===== config.mk =====
export PLATFORM = sky130hd
export DESIGN_NAME = fsk_rx_framer_flat
export DESIGN_NICKNAME = d
export VERILOG_FILES = /design/src/rtl/fsk_rx_framer_pkg.sv /design/src/rtl/fsk_rx_framer_if.sv /design/src/rtl/fsk_rx_framer_fifo2.sv /design/src/rtl/fsk_rx_framer.sv /design/src/flat_wrapper.sv
export SDC_FILE = /design/constraint.sdc
export NUM_CORES = 1
export LEC_CHECK = 0
export BUFFER_PORTS_ARGS = -buffer_cell sky130_fd_sc_hd__clkbuf_2
export CORE_ASPECT_RATIO = 1.1
export CORE_UTILIZATION = 35
export DETAILED_ROUTE_END_ITERATION = 8
export HOLD_SLACK_MARGIN = 0.02
export SYNTH_ARGS = -nofsm -noshare
export SYNTH_HDL_FRONTEND = slang
export SYNTH_SLANG_ARGS = --single-unit

===== constraint.sdc =====
create_clock -name clk -period 2.71 [get_ports clk]
set_input_delay 0.1355 -clock clk [delete_from_list [all_inputs] [get_ports clk]]
set_output_delay 0.1355 -clock clk [all_outputs]
set_load 0.005 [all_outputs]

===== src/rtl/fsk_rx_framer_pkg.sv =====
// fsk_rx_pkg: shared state type, codeword type and default constants for the FSK receive framer
package fsk_rx_pkg;
  localparam int CODE_W = 14;
  localparam int SYNC_W = 8;
  localparam logic [SYNC_W-1:0] SYNC_WORD = 8'hA7;
  typedef enum logic {HUNT, RECV} state_t;
  typedef logic [CODE_W-1:0] code_t;
endpackage


===== src/rtl/fsk_rx_framer_if.sv =====
// fsk_rx_framer_if: valid/ready codeword stream from the framer to the Hamming decoder
interface fsk_rx_framer_if import fsk_rx_pkg::*; #(parameter int W = CODE_W);
  logic [W-1:0] code_data;
  logic code_valid;
  logic code_ready;
  modport master (output code_data, code_valid, input code_ready);
  modport slave (input code_data, code_valid, output code_ready);
endinterface


===== src/rtl/fsk_rx_framer_fifo2.sv =====
// fsk_rx_fifo2: 2-entry first-word-fall-through buffer; a push into a full buffer is
// accepted only when a pop frees the head slot in the same cycle
module fsk_rx_fifo2 import fsk_rx_pkg::*; #(parameter int W = CODE_W) (
  input  logic clk,
  input  logic reset,
  input  logic push,
  input  logic pop,
  input  logic [W-1:0] din,
  output logic [W-1:0] dout,
  output logic full,
  output logic empty
);
  logic [W-1:0] mem [2];
  logic wr_ptr, rd_ptr, wr;
  logic [1:0] cnt;
  assign full = cnt == 2'd2;
  assign empty = cnt == 2'd0;
  assign wr = push && (!full || pop);
  assign dout = mem[rd_ptr];
  always_ff @(posedge clk or negedge reset)
    if (!reset) begin
      mem[0] <= '0;
      mem[1] <= '0;
      wr_ptr <= 1'b0;
      rd_ptr <= 1'b0;
      cnt <= 2'd0;
    end else begin
      if (wr) mem[wr_ptr] <= din;
      wr_ptr <= wr_ptr ^ wr;
      rd_ptr <= rd_ptr ^ pop;
      cnt <= cnt + {1'b0, wr} - {1'b0, pop};
    end
endmodule


===== src/rtl/fsk_rx_framer.sv =====
// fsk_rx_framer: hunts for the sync word, frames FRAME_WORDS codewords into a 2-entry
// buffer, and drops lock when the bit strobes stall for TIMEOUT cycles
module fsk_rx_framer import fsk_rx_pkg::*; #(
  parameter int CODE_W = fsk_rx_pkg::CODE_W,
  parameter int SYNC_W = fsk_rx_pkg::SYNC_W,
  parameter logic [SYNC_W-1:0] SYNC_WORD = fsk_rx_pkg::SYNC_WORD,
  parameter int FRAME_WORDS = 16,
  parameter int TIMEOUT = 1023
) (
  input  logic clk,
  input  logic reset,
  input  logic enable,
  input  logic bit_stb,
  input  logic bit_val,
  fsk_rx_framer_if.master code,
  output logic locked,
  output logic frame_done,
  output logic overflow,
  output logic [7:0] drop_cnt,
  input  logic clr_status
);
  localparam int BW = $clog2(CODE_W);
  localparam int IW = $clog2(TIMEOUT + 1);
  state_t state, state_nxt;
  logic [SYNC_W-2:0] sync_sr;
  logic [CODE_W-2:0] word_sr;
  logic [SYNC_W-1:0] sync_nxt;
  logic [CODE_W-1:0] word_nxt, head;
  logic [BW-1:0] bit_cnt;
  logic [7:0] word_cnt;
  logic [IW-1:0] idle_cnt, idle_nxt;
  logic stb, match, word_done, frame_end, timeout, pop, full, empty, drop;
  assign stb = enable && bit_stb;
  assign sync_nxt = {sync_sr, bit_val};
  assign word_nxt = {word_sr, bit_val};
  // idle counter saturates so a long silence in HUNT cannot wrap into a false timeout
  assign idle_nxt = stb ? '0 : idle_cnt == IW'(TIMEOUT) ? idle_cnt : idle_cnt + 1'b1;
  assign match = state == HUNT && stb && sync_nxt == SYNC_WORD;
  assign word_done = state == RECV && stb && bit_cnt == BW'(CODE_W - 1);
  assign frame_end = word_done && word_cnt == 8'(FRAME_WORDS - 1);
  assign timeout = state == RECV && idle_nxt == IW'(TIMEOUT);
  assign pop = !empty && code.code_ready;
  assign drop = word_done && full && !pop;
  assign code.code_valid = !empty;
  assign code.code_data = head;
  fsk_rx_fifo2 #(.W(CODE_W)) u_fifo (
    .clk(clk),
    .reset(reset),
    .push(word_done),
    .pop(pop),
    .din(word_nxt),
    .dout(head),
    .full(full),
    .empty(empty)
  );
  always_ff @(posedge clk or negedge reset)
    if (!reset) state <= HUNT;
    else state <= state_nxt;
  always_comb
    state_nxt = !enable ? HUNT : state == HUNT ? (match ? RECV : HUNT) : (frame_end || timeout ? HUNT : RECV);
  always_comb locked = state == RECV;
  // sync history and counters are held clear outside the state that uses them,
  // so each entry into HUNT or RECV starts from zero
  always_ff @(posedge clk or negedge reset)
    if (!reset) begin
      sync_sr <= '0;
      word_sr <= '0;
      bit_cnt <= '0;
      word_cnt <= '0;
      idle_cnt <= '0;
      frame_done <= 1'b0;
      overflow <= 1'b0;
      drop_cnt <= '0;
    end else begin
      sync_sr <= state == HUNT && enable ? (stb ? sync_nxt[SYNC_W-2:0] : sync_sr) : '0;
      word_sr <= state == RECV && stb ? word_nxt[CODE_W-2:0] : word_sr;
      bit_cnt <= state != RECV || word_done ? '0 : stb ? bit_cnt + 1'b1 : bit_cnt;
      word_cnt <= state != RECV ? '0 : word_cnt + 8'(word_done);
      idle_cnt <= idle_nxt;
      frame_done <= frame_end;
      overflow <= drop || (overflow && !clr_status);
      drop_cnt <= drop ? (clr_status ? 8'd1 : drop_cnt + 8'(drop_cnt != 8'hFF)) : clr_status ? 8'd0 : drop_cnt;
    end
endmodule


===== src/flat_wrapper.sv =====
// flat-port wrapper written by rule: the top's interface ports become plain ports
module fsk_rx_framer_flat import fsk_rx_pkg::*;
#(
  parameter int CODE_W = fsk_rx_pkg::CODE_W,
  parameter int SYNC_W = fsk_rx_pkg::SYNC_W,
  parameter logic [SYNC_W-1:0] SYNC_WORD = fsk_rx_pkg::SYNC_WORD,
  parameter int FRAME_WORDS = 16,
  parameter int TIMEOUT = 1023
)
  (clk, reset, enable, bit_stb, bit_val, locked, frame_done, overflow, drop_cnt, clr_status, code_code_data, code_code_valid, code_code_ready);
  fsk_rx_framer_if code_i ();
  input  logic clk;
  input  logic reset;
  input  logic enable;
  input  logic bit_stb;
  input  logic bit_val;
  output logic locked;
  output logic frame_done;
  output logic overflow;
  output logic [7:0] drop_cnt;
  input  logic clr_status;
  output wire logic [$bits(code_i.code_data)-1:0] code_code_data;
  output wire logic [$bits(code_i.code_valid)-1:0] code_code_valid;
  input wire logic [$bits(code_i.code_ready)-1:0] code_code_ready;
  assign code_code_data = code_i.code_data;
  assign code_code_valid = code_i.code_valid;
  assign code_i.code_ready = code_code_ready;
  fsk_rx_framer #(.CODE_W(CODE_W), .SYNC_W(SYNC_W), .SYNC_WORD(SYNC_WORD), .FRAME_WORDS(FRAME_WORDS), .TIMEOUT(TIMEOUT)) u_core (.clk(clk), .reset(reset), .enable(enable), .bit_stb(bit_stb), .bit_val(bit_val), .code(code_i), .locked(locked), .frame_done(frame_done), .overflow(overflow), .drop_cnt(drop_cnt), .clr_status(clr_status));
endmodule

==> run summary <==
Synthesized Nets: 347
Max_slew headroom: 50.7%
R2R cell count: 8
Min-Delay Endpoint: u_core.drop_cnt[1]
Iteration-0 DRC Markers: 142
Worst Hold Launch: clr_status
Req. time, crit path: 2930 ps
Share of cells above drive strength 1: 31.0%
DR WL/cell: 13.9 µm
Post-synth cell types: 44
Hold path cells: 2
Max Root-Sink Buffers: 2
Post-Route Skew: 8.25 ps
Port bufs: 32
RR Startpoint: u_core.bit_cnt[1]
Clock slew at reported path FFs: 60 ps
Ant diodes: 0
Max_cap viols: 0
Mapped cell area: 3950 µm²
Max Slew Vio Count: 0
Worst setup EP type: flip-flop
Fin Setup TNS: 0 ps
Arr. time, crit path: 2350 ps
Reg2Reg Setup Slack: 580 ps
Largest net degree at the start of global routing: 43
Clock Sinks: 85
Cell with the most instances after synthesis: dfrtp_1
Die X: 103 µm
Crit Path Class: flip-flop to flip-flop
Most used DFF post-synth: dfrtp_1
Fin util: 41.8%
Tcrit/Tclk final: 78.6%
Area Overhead vs Synth: 16.0%
Commonest cells in the netlist: 85 x dfrtp_1, 55 x mux2_2, 17 x nand2_1, 16 x nor2_1, 15 x and2_1
CORE AREA: 11,000 µm²
HPWL after detailed placement: 4830 µm
Via-per-instance ratio: 4.93
Starting density of the core: 36.1%
Status: finished clean
RSZ-0062 raised after global routing: no
Period minus WS final: 2130 ps
Synthesis-stage register bit count: 85
Die area: 11,700 µm²
Vias in the first global route: 2,545
TritonCTS buffer count: 9
Async set-reset flop share out of synthesis: 100%
Final count of hold timing violations: 0
Final wirelength: 7140 µm
Synth Instances: 329
Final Power: 2.90 mW
Sequential share of the synthesized area: 53.8%
Die H: 113 µm
Synth warnings: 0
# H-tree levels: 3
Pwr dens: 632 nW/µm²
Post-synth EDFFs: 0
CTS tree: yes
Clk_lat worst skew: 340 ps
Critical Path Start Type: flip-flop
Share of the synthesized area in the top cell type: 53.8%
IO Pins: 33
Root buffer cell: clkbuf_16
Pre-antenna DRT Iters: 5
Slew of the pin with the lowest slew margin: 740 ps
Largest area contributor in the netlist: dfrtp_1
GRT Util Overall: 13.7%
LEAKAGE: 2.27 nW
R2R Path End: u_core.u_fifo.mem[20]
Routability Congestion: 0.801
Initial antenna violation count: 0
Hold WS: 102 ps
Syn Area/Cell: 12.0 µm²
Remaining DRCs: 0
Fillers: 1,024
Top post-synthesis cells by area: dfrtp_1 54%, mux2_2 16%, ha_1 3.5%, and2_1 2.4%, a21oi_1 1.6%
Total gr overflow: 0
Hold WC Path Type: input port to flip-flop
Max FO, Critical Path: 14
CTS resizes: 0
Antenna Nets Post-Route: 0
Peak VDD IR: 0.359 mV
First-pass GRT wire length: 12,100 µm
Rows: 40
Max Freq: 469 MHz
Postcts setup bufs: 0
Setup-failing EPs final: 0
Nets: 381
Via count: 2,541
==> stage by stage <==
stage	cells	worst slack [ps]	area (µm²)
after floorplan	329	533	3950
after global placement	498	632	4260
after detailed placement	498	573	4260
after CTS	515	556	4580
after global routing	515	389	4580
final	515	580	4580
==> how the worst max path moves through the flow <==
stage	to	cells past startpoint	startpoint	slack (ps)
detailed placement	u_core.u_fifo.mem[19]	8	u_core.bit_cnt[1]	570
CTS	u_core.u_fifo.mem[20]	8	u_core.bit_cnt[1]	560
floorplan	u_core.u_fifo.mem[10]	9	u_core.bit_cnt[1]	530
global route	u_core.u_fifo.mem[20]	8	u_core.bit_cnt[1]	390
global placement	u_core.u_fifo.mem[22]	8	u_core.bit_cnt[1]	630
finish	u_core.u_fifo.mem[20]	8	u_core.bit_cnt[1]	580
==> cell usage in the layout, fill, tap and decap left out, types with 6 or more instances in the layout <==
cell type,n
xor2_1,7
inv_1,7
dfrtp_1,85
mux2i_1,6
o21ai_0,12
and2_1,15
xnor2_1,7
nand4_1,9
buf_4,6
nand2_1,17
ha_1,11
and3_1,10
mux2_2,55
clkbuf_16,9
clkbuf_2,31
nand3_1,8
a21oi_1,13
nor2_1,16
==> logic make-up (layout without fill, tap and decap cells) <==
group	Yosys count	count (layout)	synth area share, %
adder cells (fa/ha/maj)	11	11	3.48
XOR/XNOR	14	14	3.10
multiplexers	61	61	17.2
AND/OR/NAND/NOR	97	97	14.0
AO/OA/AOI/OAI	39	39	5.86
flip-flops	85	85	53.8
buffers and inverters	22	61	2.56
==> power breakdown <==
group | leakage, nW | internal, mW | switching, mW
registers | 1.17 | 1.31 | 0.0965
logic | 0.945 | 0.108 | 0.103
clock network | 0.155 | 0.738 | 0.537
total | 2.27 | 2.16 | 0.737
==> critical path: stages (launching register included) <==
cell and delay, ps:
dfrtp_1 420, inv_1 80, ha_1 130, and3_1 250, nand2_1 120, nor2_1 220
ha_1 200, buf_4 230, mux2_2 370
==> registers in the layout (all words and copies together), names as in the netlist, 2 cells and up <==
signal and flops:
u_core.drop_cnt 8, u_core.bit_cnt 4, u_core.u_fifo.mem 28, u_core.word_sr 13, u_core.word_cnt 8, u_core.idle_cnt 10
u_core.sync_sr 7, u_core.u_fifo.cnt 2
==> cell type report <==
type,count,area (µm²),area share (%)
inverter,7,26.3,0.573
clock buffer,9,225,4.91
timing repair buffer,38,210,4.59
sequential,85,2130,46.4
clock inverter,7,87.6,1.91
multi-input combinational,222,1720,37.6
tap,147,184,4.01
==> routing by layer <==
layer  track usage [%]  share of wire, %  vias to the layer above  wire length (µm)
met5                 0                 0                        -                 0
li1                  -                 -                     1238                 -
met3              2.45               3.1                       18               218
met2              21.1                47                       52              3360
met4              8.54               3.0                        0               212
met1              17.7                47                     1233              3350
==> what timing repair did <==
action | 4_1_cts | 5_1_grt
hold buffers | 1 | 0
hold endpoints to repair | 40 | 0
setup endpoints to repair | 0 | 0
Note: power is estimated with default switching activity, not from simulation.
